$ cat config.mk
export PLATFORM = sky130hd
export DESIGN_NAME = signed_frame_accumulator
export DESIGN_NICKNAME = d
export VERILOG_FILES = /design/src/rtl/sacc_pkg.sv /design/src/rtl/four_bit_signed_adder_with_ov.sv /design/src/rtl/signed_frame_accumulator.sv
export SDC_FILE = /design/constraint.sdc
export NUM_CORES = 1
export LEC_CHECK = 0
export ABC_AREA = 1
export CAP_MARGIN = 40
export CORE_AREA = 4 4 46 48
export CTS_BUF_LIST = sky130_fd_sc_hd__clkbuf_8
export CTS_CLUSTER_DIAMETER = 80
export DETAILED_ROUTE_END_ITERATION = 8
export DIE_AREA = 0 0 50 52
export PLACE_DENSITY = 0.71
export SLEW_MARGIN = 25
export SYNTH_ARGS = -nofsm -noshare
export SYNTH_HDL_FRONTEND = slang
export SYNTH_SLANG_ARGS = --single-unit
export TNS_END_PERCENT = 10
$ cat constraint.sdc
create_clock -name clk -period 1.9 [get_ports clk]
set_input_delay 0.38 -clock clk [delete_from_list [all_inputs] [get_ports clk]]
set_output_delay 0.38 -clock clk [all_outputs]
set_load 0.05 [all_outputs]
$ cat src/rtl/sacc_pkg.sv
// Shared types and constants for the signed frame accumulator.
package sacc_pkg;

    localparam int DATA_W = 4;

    localparam logic signed [DATA_W-1:0] SAT_POS = 4'sd7;
    localparam logic signed [DATA_W-1:0] SAT_NEG = -4'sd8;

    typedef enum logic [1:0] {
        IDLE  = 2'd0,
        ACCUM = 2'd1,
        DONE  = 2'd2
    } sacc_state_e;

endpackage

$ cat src/rtl/four_bit_signed_adder_with_ov.sv
// 4-bit two's-complement ripple-carry adder with carry-out and signed overflow.
module four_bit_signed_adder_with_ov
    import sacc_pkg::*;
(
    input  logic [DATA_W-1:0] a,
    input  logic [DATA_W-1:0] b,
    input  logic              cin,
    output logic [DATA_W-1:0] sum,
    output logic              cout,
    output logic              ov
);

    logic [DATA_W:0] carry;

    always_comb begin
        carry[0] = cin;
        for (int i = 0; i < DATA_W; i++) begin
            sum[i]     = a[i] ^ b[i] ^ carry[i];
            carry[i+1] = (a[i] & b[i]) | (carry[i] & (a[i] ^ b[i]));
        end
    end

    assign cout = carry[DATA_W];
    // Signed overflow: carry into the sign bit differs from carry out of it.
    assign ov   = carry[DATA_W] ^ carry[DATA_W-1];

endmodule

$ cat src/rtl/signed_frame_accumulator.sv
// Accumulates framed 4-bit signed operands and hands off sum/overflow/count.
// Define SACC_SATURATE_EN to clamp the accumulator on overflow instead of wrapping.
module signed_frame_accumulator
    import sacc_pkg::*;
#(
    parameter  int MAX_BEATS = 4,
    localparam int CNT_W     = $clog2(MAX_BEATS + 1)
) (
    input  logic              clk,
    input  logic              rst_n,
    input  logic              clear,
    input  logic              in_valid,
    output logic              in_ready,
    input  logic [DATA_W-1:0] in_data,
    input  logic              in_last,
    output logic              out_valid,
    input  logic              out_ready,
    output logic [DATA_W-1:0] out_data,
    output logic              out_ov,
    output logic [CNT_W-1:0]  out_count
);

    // Handshake: a beat/result transfers on a rising edge where valid and ready
    // are both 1; in_ready and out_valid are registered and never both 1.

    sacc_state_e       state_q, state_d;
    logic [DATA_W-1:0] acc_q, acc_d;
    logic              ov_q, ov_d;
    logic [CNT_W-1:0]  count_q, count_d;
    logic              in_ready_q, in_ready_d;
    logic              out_valid_q, out_valid_d;

    logic [DATA_W-1:0] add_sum;
    logic              add_cout;
    logic              add_ov;
    logic [DATA_W-1:0] acc_next;
    logic [CNT_W-1:0]  count_inc;
    logic              accept;
    logic              close;

    four_bit_signed_adder_with_ov u_adder (
        .a    (acc_q),
        .b    (in_data),
        .cin  (1'b0),
        .sum  (add_sum),
        .cout (add_cout),
        .ov   (add_ov)
    );

`ifdef SACC_SATURATE_EN
    // Clamp toward the sign of the running sum; operands alone can't flip it.
    assign acc_next = add_ov ? (acc_q[DATA_W-1] ? SAT_NEG : SAT_POS) : add_sum;
`else
    assign acc_next = add_sum;
`endif

    assign count_inc = count_q + CNT_W'(1);
    assign accept    = in_valid & in_ready_q & ~clear;
    assign close     = in_last | (count_inc == CNT_W'(MAX_BEATS));

    always_comb begin
        state_d = state_q;
        acc_d   = acc_q;
        ov_d    = ov_q;
        count_d = count_q;
        if (clear) begin
            state_d = IDLE;
            acc_d   = '0;
            ov_d    = 1'b0;
            count_d = '0;
        end else begin
            case (state_q)
                IDLE, ACCUM: begin
                    if (accept) begin
                        acc_d   = acc_next;
                        ov_d    = ov_q | add_ov;
                        count_d = count_inc;
                        state_d = close ? DONE : ACCUM;
                    end
                end
                DONE: begin
                    if (out_valid_q && out_ready) begin
                        state_d = IDLE;
                        acc_d   = '0;
                        ov_d    = 1'b0;
                        count_d = '0;
                    end
                end
                default: state_d = IDLE;
            endcase
        end
        in_ready_d  = (state_d != DONE);
        out_valid_d = (state_d == DONE);
    end

    always_ff @(posedge clk or negedge rst_n) begin
        if (!rst_n) begin
            state_q     <= IDLE;
            acc_q       <= '0;
            ov_q        <= 1'b0;
            count_q     <= '0;
            in_ready_q  <= 1'b0;
            out_valid_q <= 1'b0;
        end else begin
            state_q     <= state_d;
            acc_q       <= acc_d;
            ov_q        <= ov_d;
            count_q     <= count_d;
            in_ready_q  <= in_ready_d;
            out_valid_q <= out_valid_d;
        end
    end

    assign in_ready  = in_ready_q;
    assign out_valid = out_valid_q;
    assign out_data  = acc_q;
    assign out_ov    = ov_q;
    assign out_count = count_q;

endmodule

Yosys cells after proc, flatten, opt, wreduce, memory -nomap -nowiden

Index checks and enable logic that the tools add are counted.

Input bits: 10
Register bits after elaboration: 12
Word-level logic and storage cells: 59

Mux-type cells: 17
$add $sub $neg: 1
Reductions and logical operators: 5
Bitwise logic cells: 23
Eq/ne operators: 7

Operator list:

| kind                                                 | number |
|---|---|
| 2-to-1 mux 4 bit                                     | 3 |
| bitwise AND 1 bit                                    | 9 |
| 2-to-1 mux 3 bit                                     | 3 |
| 2-to-1 mux 2 bit                                     | 4 |
| case mux 4 bit (2 select lines)                      | 1 |
| bitwise XOR 1 bit                                    | 8 |
| != test 3 bit (second input constant)                | 2 |
| case mux 3 bit (2 select lines)                      | 1 |
| bitwise OR 1 bit                                     | 5 |
| equality test 2 bit (second input constant)          | 2 |
| case mux 2 bit (2 select lines)                      | 1 |
| adder 3 x 1 -> 3 bit (second input constant)         | 1 |
| equality test 3 bit (second input constant)          | 1 |
| 2-to-1 mux 1 bit                                     | 3 |
| AND reduction 3 bit                                  | 1 |
| nonzero test 3 bit                                   | 1 |
| equality test 2 x 1 -> 1 bit (second input constant) | 1 |
| zero test 2 bit                                      | 1 |
| != test 2 bit (second input constant)                | 1 |
| case mux 1 bit (2 select lines)                      | 1 |
| OR reduction 2 bit                                   | 1 |
| logical AND 1 bit                                    | 1 |
| NOT 1 bit                                            | 1 |

Longest topological paths before layout

Gate-level depths: netlist of the first run.

Depth in word-level cells: 12
Mapped depth: 10
Gate-level depth less buffers: 10

Modules after synthesis

A second synthesis of the first run with hierarchy kept.

Cells, all modules: 86
Area total of the unflattened synthesis: 705.7 µm²

Modules (own cells, without submodules):

| module                        | area each (µm²) | instances | cells an instance |
|---|---|---|---|
| signed_frame_accumulator      | 576.8           | 1         | 69 |
| four_bit_signed_adder_with_ov | 128.9           | 1         | 17 |

Worst setup path before layout of the first run

OpenSTA, ideal clock, no wires.

Kind: reg2reg
From: register acc_q[0] (netlist: out_data[0])
To: register acc_q[3] (netlist: out_data[3])
Required time: 1.818 ns
Period minus slack after synthesis: 2.300 ns
Arrival time: 2.218 ns
Cell stages (with the launch flop): 7
Setup slack: -0.400 ns
Cell sequence: dfrtp_1 > ha_1 > fa_1 > fa_1 > inv_1 > fa_1 > o22ai_1

Word-level cells in the longest chain between the ends: 9

RTL lines:

| what                            | RTL line                            | RTL |
|---|---|---|
| start, declared                 | signed_frame_accumulator.sv:27      | `logic [DATA_W-1:0] acc_q, acc_d;` |
| start signal, assigned          | signed_frame_accumulator.sv:99      | `acc_q <= '0;` |
| start signal, assigned          | signed_frame_accumulator.sv:106     | `acc_q <= acc_d;` |
| bitwise AND 1 bit (2 in series) | four_bit_signed_adder_with_ov.sv:19 | `carry[i+1] = (a[i] & b[i]) \| (carry[i] & (a[i] ^ b[i]));` |
| bitwise OR 1 bit                | four_bit_signed_adder_with_ov.sv:19 |  |
| bitwise AND 1 bit               | four_bit_signed_adder_with_ov.sv:19 |  |
| bitwise OR 1 bit                | four_bit_signed_adder_with_ov.sv:19 |  |
| bitwise XOR 1 bit               | four_bit_signed_adder_with_ov.sv:18 | `sum[i] = a[i] ^ b[i] ^ carry[i];` |
| 2-to-1 mux 4 bit                | signed_frame_accumulator.sv:74      | `if (accept) begin` |
| case mux 4 bit (2 select lines) | signed_frame_accumulator.sv:72      | `case (state_q)` |
| 2-to-1 mux 4 bit                | signed_frame_accumulator.sv:66      | `if (clear) begin` |

Every way passes these cells. The select of a mux whose other input is x is not followed.
A chain may end at the register's enable or synchronous reset.

Worst setup path in the final report of the first run

Same ends and word-level chain as after synthesis.

==> impl_metrics.ini, run 1 <==
[worst_hold_path]
min_path_type = in -> async

[sta]
maxSlewHeadroom = 0.625
whs_ns = 0.503
max_freq_mhz = 495
period_minus_slack_ns = 2.02
worst_slack_ns = -0.122
rsz0062_at_grt = yes
report.final.setup_viol = 2
tns_ns = -0.233
fin_skew_ns = 0.00217
hold_viol = 0
post-route-period-util = 1.06
final-max-slew-violation-count = 0
worst_pin_slew_ns = 0.560

[route]
wl_um = 1590
via_count = 584
vias_per_cell = 4.53
drt_first_iter_violations = 14
wl_per_cell_um = 12.3
drc = 0
first_pass_iters = 4
drtAntennaViolNets = 0

[cts]
numCtsBuffers = 3
cts_root_buf = clkbuf_8
htreeDepth = 1
cts.sinks = 12
clk_pin_slew_ns = 0.05
tritoncts = done
cts.path.max_buffers = 2
clock_latency_ns = 0.24
cts_hold_buf = 0

[global_routing]
grt_max_degree = 13
antenna_found_initial = 0
grtUsageTotal = 0.129
grt_pass1_vias = 591
grt_pass1_wl_um = 2490
gr-total-overflow = 0

[final_layout]
fillers = 144
area_growth_pct = 43.6
final_nets = 121
regArea_um2 = 302
final_cells = 129
multi_input_area_um2 = 355
layout-drive-gt1-share = 0.317
antenna_cells = 0

[power]
power_density_nw_per_um2 = 954
swShare = 0.392
power_mw = 0.927
seqPwrFrac = 0.361
leakagePower_nw = 0.488
switchingPower_mw = 0.364
power_frac_comb = 0.382
internal-power_mw = 0.564
pwr-share-clk = 0.257
vdd_drop_max_v = 0.000508

[floorplanning]
num_rows = 15
core-area_um2 = 1710
die_y_um = 52
die_x_um = 50
fp.dieArea_um2 = 2600
io_pins = 20
initial_core_util = 0.396

[critical_path]
crit_arrival_ns = 2.19
crit_fanout = 2
path_class = reg -> reg
required_ns = 2.06
critPathCaptureType = register
critPathLaunchType = register

[logic_synthesis]
syn-num-nets = 94
yosys_warnings = 0
syn-cell-area_um2 = 677
synth_seq_cells = 12
yosysSeqAreaShare = 0.444
netlist_instances = 78
avgSynthCellArea_um2 = 8.68
ys_types = 17

[placement]
dp_cells = 123
gp_congestion = 0.715
hpwl_um = 1140
io_buffers = 19
pre_cts_slack_ns = -0.548

[run_status]
failed_checks = setup timing
status = finished, violations left

[flow_run]
maxCapViolCount = 0
[layout make-up]
type / instances / area share
flip-flops and latches: 12 / 0.310
clock inverters: 1 / 0.00386
multi-input cells: 54 / 0.366
inverters: 12 / 0.0489
clock buffers: 3 / 0.0425
repair buffers: 22 / 0.197
well taps: 25 / 0.0322
[metrics by stage]
step                utilization  area, um2
global route              0.569        972
floorplan                     -        693
global placement          0.527        900
detailed placement        0.527        900
finish                    0.569        972
CTS                       0.558        953
[power groups by stage]
stage / logic, mW / clock network [mW] / registers (mW)
detailed placement: 0.336 / 0 / 0.338
finish: 0.355 / 0.238 / 0.335
floorplan: 0.104 / 0 / 0.453
global placement: 0.328 / 0 / 0.336
global route: 0.382 / 0.258 / 0.341
CTS: 0.342 / 0.241 / 0.335
[metal layers]
| metal | global-route usage | up-vias | routed length (um) |
|---|---|---|---|
| met5 | 0 | - | 0 |
| met4 | 0.0691 | 0 | 24 |
| met3 | 0.0287 | 4 | 50 |
| met2 | 0.217 | 9 | 822 |
| met1 | 0.151 | 277 | 689 |
| li1 | - | 294 | - |
[final timing paths]
check | end | slack (ns) | depth (start not counted) | startpoint
worst min-delay path | out_data[2] | 0.50 | 1 | rst_n
worst max-delay path | out_data[3] | -0.12 | 6 | out_data[0]
max in group asynchronous | out_data[0] | 1.00 | 1 | rst_n
min in group clk | out_ov | 0.52 | 2 | out_ov
worst max register to register | out_data[3] | -0.12 | 6 | out_data[0]
worst min register to register | out_ov | 0.52 | 2 | out_ov
[critical path, stage by stage (launching register included)]
cell and delay [ns]:
dfrtp_2 0.42, ha_4 0.16, fa_2 0.33, fa_2 0.35, inv_2 0.10, fa_2 0.44, o22ai_2 0.14
[state kept, by name (all words and copies together), names as in the netlist]
signal and flops:
out_data 4, out_count 3, state_q 2, in_ready 1
out_ov 1, out_valid 1
[layout by cell type (no fill, tap or decap)]
| cell type | count |
|---|---|
| inv_4 | 1 |
| a21oi_2 | 1 |
| dlymetal6s2s_1 | 1 |
| ha_4 | 1 |
| nand2_2 | 2 |
| nand2_4 | 2 |
| o22ai_2 | 1 |
| nor2_1 | 4 |
| clkbuf_8 | 3 |
| inv_1 | 9 |
| buf_4 | 12 |
| inv_2 | 3 |
| dfrtp_1 | 11 |
| nor2_2 | 3 |
| ha_1 | 2 |
| clkdlybuf4s50_1 | 8 |
| a21oi_1 | 4 |
| dlygate4sd2_1 | 1 |
| dfrtp_2 | 1 |
| o21ai_1 | 3 |
| fa_2 | 3 |
| nand3_1 | 3 |
| nand2_1 | 24 |
| nand3b_1 | 1 |
[Yosys cell counts]
cell type  instances  area share
nand2_1           24        0.13
dfrtp_1           12        0.44
inv_1             10       0.055
a21oi_1            4       0.030
nor2_1             4       0.022
fa_1               3       0.089
ha_1               3       0.055
nand3_1            3       0.022
nor2_2             3       0.028
o21ai_1            3       0.022
nand2_2            2       0.018
nand2_4            2       0.033
a21oi_2            1       0.013
inv_2              1      0.0055
inv_4              1      0.0092
nand3b_1           1       0.011
o22ai_1            1      0.0092
[timing repair]
action / in CTS / in global routing
endpoints found under the setup margin: 2 / 2
pin swaps: 3 / 3
setup buffers: 1 / 1
resized for setup: 2 / 4
[cells by family (layout without fill, tap and decap cells)]
| logic type | count (synthesis) | in the layout | synth area share |
|---|---|---|---|
| buffers and inverters | 12 | 38 | 0.0702 |
| AOI/OAI and AO/OA | 9 | 9 | 0.0739 |
| adders and majority gates | 6 | 6 | 0.144 |
| DFF | 12 | 12 | 0.444 |
| and+or+nand+nor | 39 | 39 | 0.268 |
No activity file was read; power rests on OpenSTA's default activity.
==> run 2: changes to the inputs <==
--- a/config.mk
+++ b/config.mk
@@ -7,11 +7,11 @@
 export LEC_CHECK = 0
 export ABC_AREA = 1
 export CAP_MARGIN = 40
-export CORE_AREA = 4 4 46 48
+export CORE_AREA = 10 10 52 54
 export CTS_BUF_LIST = sky130_fd_sc_hd__clkbuf_8
 export CTS_CLUSTER_DIAMETER = 80
 export DETAILED_ROUTE_END_ITERATION = 8
-export DIE_AREA = 0 0 50 52
+export DIE_AREA = 0 0 62 64
 export PLACE_DENSITY = 0.71
 export SLEW_MARGIN = 25
 export SYNTH_ARGS = -nofsm -noshare
==> constraint.sdc (replaced) <==
create_clock -name clk -period 1.8 [get_ports clk]
set_input_delay 0.36 -clock clk [delete_from_list [all_inputs] [get_ports clk]]
set_output_delay 0.36 -clock clk [all_outputs]
set_load 0.05 [all_outputs]
==> run 2 against run 1 <==
Net effect:
- the flow still finishes with violations (setup timing)
- worst setup slack got worse by 0.067 ns
- sequential share of layout area fell by 0.78 points
- power rose by 11%
- core utilization rose by 1.5 points
- register-to-register slack got worse by 0.07 ns
- non-clock buffer count rose by 2
- via count rose by 2.4%
- largest power group unchanged
- highest routed layer unchanged
- worst hold slack got worse by 0.028 ns
- fmax rose by 1.7%
- critical path depth did not move
- clock skew rose by 0.00052 ns
- cell count rose by 1.6%
==> impl_metrics.ini, run 2 (synthesized netlist as in run 1, its figures left out) <==
[flow_run]
maxCapViolCount = 0

[power]
internal-power_mw = 0.640
power_frac_comb = 0.366
vdd_drop_max_v = 0.000556
switchingPower_mw = 0.387
power_density_nw_per_um2 = 1030
swShare = 0.377
leakagePower_nw = 0.503
power_mw = 1.03
pwr-share-clk = 0.292
seqPwrFrac = 0.342

[placement]
gp_congestion = 0.794
hpwl_um = 1190
pre_cts_slack_ns = -0.618
io_buffers = 19

[floorplanning]
io_pins = 20
die_x_um = 62
initial_core_util = 0.396
fp.dieArea_um2 = 3970
num_rows = 15
die_y_um = 64
core-area_um2 = 1710

[critical_path]
required_ns = 1.97
r2r_setup_slack_ns = -0.19
r2r_cells = 6
crit_fanout = 2
cpMostUsedCell = fa_2
path_cells = ha_4, fa_2, fa_2, inv_2, fa_2, o22ai_2
path_class = reg -> reg
critPathSlowestCell = dfrtp_2
crit_arrival_ns = 2.16
critPathLaunchType = register
worstReg2RegStart = out_data[0]
slowest_delay_ns = 0.42
critPathCaptureType = register
r2r_end = out_data[3]

[route]
wl_per_cell_um = 12.1
first_pass_iters = 4
vias_per_cell = 4.56
drtAntennaViolNets = 0
wl_um = 1580
via_count = 598
drc = 0
drt_first_iter_violations = 9

[sta]
worst_slack_ns = -0.189
hold_viol = 0
post-route-period-util = 1.10
worst_pin_slew_ns = 0.557
maxSlewHeadroom = 0.628
fin_skew_ns = 0.00269
report.final.setup_viol = 2
period_minus_slack_ns = 1.99
rsz0062_at_grt = yes
tns_ns = -0.374
max_freq_mhz = 503
final-max-slew-violation-count = 0

[global_routing]
grt_max_degree = 13
antenna_found_initial = 0
grt_pass1_vias = 596
gr-total-overflow = 0
grtUsageTotal = 0.0877
grt_pass1_wl_um = 2650

[worst_hold_path]
min_path_type = in -> async

[cts]
numCtsBuffers = 3
htreeDepth = 1
cts.sinks = 12
clk_pin_slew_ns = 0.06
clock_latency_ns = 0.24
cts_root_buf = clkbuf_8
cts_hold_buf = 0
cts.path.max_buffers = 2
tritoncts = done

[final_layout]
final_nets = 123
area_growth_pct = 47.3
largest_reg_flops = 4
antenna_cells = 0
final_cell_mix = 23 x nand2_1, 15 x buf_4, 11 x dfrtp_1
final_common_cell = nand2_1
layout-drive-gt1-share = 0.358

[run_status]
failed_checks = setup timing
status = finished, violations left
run 2: changes by cell type in the layout (fill, tap and decap cells not counted):
| cell | before | now |
|---|---|---|
| clkdlybuf4s50_1 | 8 | 7 |
| nand2_2 | 2 | 3 |
| clkbuf_8 | 3 | 4 |
| inv_1 | 9 | 8 |
| nand2_1 | 24 | 23 |
| buf_4 | 12 | 15 |
run 2: through the flow:
step,instance area [um2],std cells,utilization,hold WS [ns]
floorplan,693,78,-,0.0644
global placement,905,124,0.530,0.508
detailed placement,905,124,0.530,0.509
CTS,976,130,0.571,0.504
global route,997,131,0.584,0.522
finish,997,131,0.584,0.475
run 2: critical path: cells and delay by family, from the launching register on:
kind	cells	cell delay, ns
AOI/OAI and AO/OA	1	0.14
buffers and inverters	1	0.09
adders and majority gates	4	1.27
DFF	1	0.42
run 2: worst max-delay path by stage:
stage / cells past startpoint / slack (ns) / startpoint / endpoint
floorplan: 6 / -0.32 / out_data[0] / out_data[3]
global placement: 7 / -0.60 / in_data[0] / out_data[3]
detailed placement: 7 / -0.62 / in_data[0] / out_data[3]
CTS: 6 / -0.27 / out_data[0] / out_data[3]
global route: 10 / -0.25 / out_data[0] / out_ov
finish: 6 / -0.19 / out_data[0] / out_data[3]
run 2: what timing repair did:
action | in CTS | in global routing
pin swaps | 4 | 3
buffers inserted | 2 | 1
setup endpoints to repair | 3 | 2
resized for setup | 2 | 5
run 2: metal layers:
metal  GRT usage  wire length [um]  vias up
met4      0.0503                36        0
met1       0.103               674      277
li1            -                 -      299
met5           0                 0        -
met2       0.137               787       17
met3      0.0237                84        5
run 2: cell type report:
class,instances,area [um2]
fillers,144,711
well taps,25,31.3
clock buffers,4,55.1
flip-flops and latches,12,302
repair buffers,24,204
multi-input cells,54,358
inverters,12,47.5
run 2: power by group through the flow:
stage	clock network, mW	logic (mW)	registers, mW
after floorplan	0	0.110	0.478
after global placement	0	0.353	0.354
after detailed placement	0	0.356	0.356
after CTS	0.314	0.367	0.351
after global routing	0.328	0.404	0.359
final	0.300	0.375	0.351
==> run 3: changes to the inputs <==
--- a/config.mk
+++ b/config.mk
@@ -12,9 +12,10 @@
 export CTS_CLUSTER_DIAMETER = 80
 export DETAILED_ROUTE_END_ITERATION = 8
 export DIE_AREA = 0 0 62 64
-export PLACE_DENSITY = 0.71
+export PLACE_DENSITY = 0.7
 export SLEW_MARGIN = 25
 export SYNTH_ARGS = -nofsm -noshare
 export SYNTH_HDL_FRONTEND = slang
+export SYNTH_HIERARCHICAL = 1
 export SYNTH_SLANG_ARGS = --single-unit
 export TNS_END_PERCENT = 10
==> constraint.sdc (replaced) <==
create_clock -name clk -period 2.05 [get_ports clk]
set_input_delay 0.41 -clock clk [delete_from_list [all_inputs] [get_ports clk]]
set_output_delay 0.41 -clock clk [all_outputs]
set_load 0.05 [all_outputs]
==> run 3 against run 2 <==
Net effect:
- count of clock-buffer cells in the layout did not move
- critical path depth rose by 5
- critical path type is now in -> reg
- combinational power fell by 33%
- the run still ends with setup timing left
- largest cell class unchanged
- largest power group is now registers
- highest routed layer unchanged
==> impl_metrics.ini, run 3 <==
[sta]
post-route-period-util = 1.03
rsz0062_at_grt = yes
worst_slack_ns = -0.0717
fin_skew_ns = 0.00512
worst_pin_slew_ns = 0.542
tns_ns = -0.129
hold_viol = 0
report.final.setup_viol = 2
maxSlewHeadroom = 0.637
final-max-slew-violation-count = 0
period_minus_slack_ns = 2.12
max_freq_mhz = 471

[cts]
cts_hold_buf = 0
clock_latency_ns = 0.24
clk_pin_slew_ns = 0.05
cts_root_buf = clkbuf_8
cts.path.max_buffers = 2
tritoncts = done
htreeDepth = 1
numCtsBuffers = 3
cts.sinks = 12
post_cts_buffers = 0

[global_routing]
gr-total-overflow = 0
grt_pass1_vias = 585
grtUsageTotal = 0.0913
grt_pass1_wl_um = 2680
grt_max_degree = 13
antenna_found_initial = 0

[floorplanning]
fp.dieArea_um2 = 3970
die_x_um = 62
io_pins = 20
num_rows = 15
die_y_um = 64
initial_core_util = 0.413
core-area_um2 = 1710

[logic_synthesis]
yosysMostFrequentCell = nand2_1
yosysSeqAreaShare = 0.426
avgSynthCellArea_um2 = 8.21
ys_types = 14
synth_seq_cells = 12
yosys-top-cells-area = dfrtp_1 43%, nand2_1 18%, fa_1 11%
synth_edf_count = 0
yosys_warnings = 6
ys_async_sr_fraction = 1.00
synth_top_area_frac = 0.426
synth_common_cells = 34 x nand2_1, 16 x inv_1, 12 x dfrtp_1
syn-num-nets = 102
syn-cell-area_um2 = 706
synth.largest_area_cell = dfrtp_1
netlist_instances = 86
synth_ff_type = dfrtp_1

[flow_run]
maxCapViolCount = 0

[final_layout]
final_common_cell = nand2_1
antenna_cells = 0
final_nets = 127
layout-drive-gt1-share = 0.236
final_cells = 135
largest_reg_flops = 4
fillers = 166
final_cell_mix = 32 x nand2_1, 16 x clkdlybuf4s50_1, 10 x inv_1, 10 x dfrtp_1, 7 x inv_2
area_growth_pct = 42.7

[critical_path]
crit_arrival_ns = 2.30
slowest_delay_ns = 0.44
critPathCaptureType = register
required_ns = 2.23
path_cells = clkdlybuf4s15_1, fa_2, inv_2, fa_2, inv_2, fa_2, inv_2, fa_2, inv_2, nand2_2, nand2_2
path_class = in -> reg
path_delay_family = adder cells
crit_fanout = 2
critPathSlowestCell = fa_2
cp_num_buf_inv = 5
critPathLaunchType = primary input

[power]
power_density_nw_per_um2 = 785
leakagePower_nw = 0.518
vdd_drop_max_v = 0.000430

[route]
drc = 0
vias_per_cell = 4.38
drt-met1-wl_um = 601
wl_per_cell_um = 11.6
via_count = 591
drt_first_iter_violations = 14
route.met3.wl_um = 113
first_pass_iters = 4
wl_um = 1570
drtAntennaViolNets = 0
routed.top_layer = met4
dr_wl_met2_um = 821

[placement]
gp_congestion = 0.729
dp_cells = 131
pre_cts_slack_ns = -0.609
io_buffers = 19
hpwl_um = 1260

[run_status]
status = finished, violations left
failed_checks = setup timing

[worst_hold_path]
min_path_type = reg -> reg
==> run 3: cell count changes after synthesis, sizes merged <==
cell    before  now
o21ai        3    0
nand2       28   36
fa           3    4
nor2         7    5
nor3         0    1
o211ai       0    1
inv         12   17
ha           3    2
nand3b       1    0
conb         0    1
a21oi        5    3
o22ai        1    0
nand3        3    4
==> run 3: final timing paths <==
kind	startpoint	endpoint	slack (ns)	cells after the start
max in group asynchronous	rst_n	out_data[0]	1.14	1
max reg2reg	out_data[0]	out_data[3]	-0.07	10
min reg2reg	out_data[1]	out_data[1]	0.51	2
max	in_data[0]	out_data[3]	-0.07	11
min in group asynchronous	rst_n	out_count[2]	0.52	1
min	out_data[1]	out_data[1]	0.51	2
==> run 3: power by group <==
part / leakage (nW) / total (mW) / internal [mW] / switching (mW)
Combinational: 0.334 / 0.252 / 0.0948 / 0.157
Clock: 0.0288 / 0.258 / 0.170 / 0.0879
Sequential: 0.155 / 0.281 / 0.260 / 0.0210
==> run 3: cell families after synthesis <==
kind of cell,share of synthesized area
AO/OA/AOI/OAI,0.0319
adder cells (fa/ha/maj),0.149
buffers and inverters,0.0904
flip-flops,0.426
other,0.00531
AND/OR/NAND/NOR,0.298
==> run 3: worst reg2reg max path, stage by stage, from the launching register on <==
cell     delay [ns]
dfrtp_2        0.41
fa_2           0.34
inv_2          0.06
fa_2           0.18
inv_2          0.03
fa_2           0.34
inv_2          0.08
fa_2           0.44
inv_2          0.06
nand2_2        0.05
nand2_2        0.06
==> run 3: per-layer routing <==
metal / vias to the layer above / track usage
met5: - / 0
met4: 0 / 0.0335
met3: 4 / 0.0514
met2: 10 / 0.145
met1: 276 / 0.0976
li1: 301 / -
==> run 3: final cells by class <==
class	count	area (um2)	share of cell area
Multi-Input combinational cell	57	357	0.354
Sequential cell	12	303	0.301
Timing Repair Buffer	20	198	0.196
Inverter	17	63.8	0.0634
Clock buffer	4	55.1	0.0547
Tap cell	25	31.3	0.0311
==> run 3: metrics by stage <==
step / cell area (um2) / power [mW] / util / hold slack [ns]
2_1_floorplan: 718 / 0.443 / - / 0.114
3_3_place_gp: 945 / 0.526 / 0.553 / 0.489
3_5_place_dp: 945 / 0.536 / 0.553 / 0.504
4_1_cts: 1000 / 0.802 / 0.585 / 0.513
5_1_grt: 1010 / 0.842 / 0.590 / 0.552
6_report: 1010 / 0.790 / 0.590 / 0.510
==> run 3: what timing repair did <==
item / 4_1_cts / 5_1_grt
pin swaps: 5 / 1
resized for setup: 2 / 5
setup endpoints to repair: 2 / 2
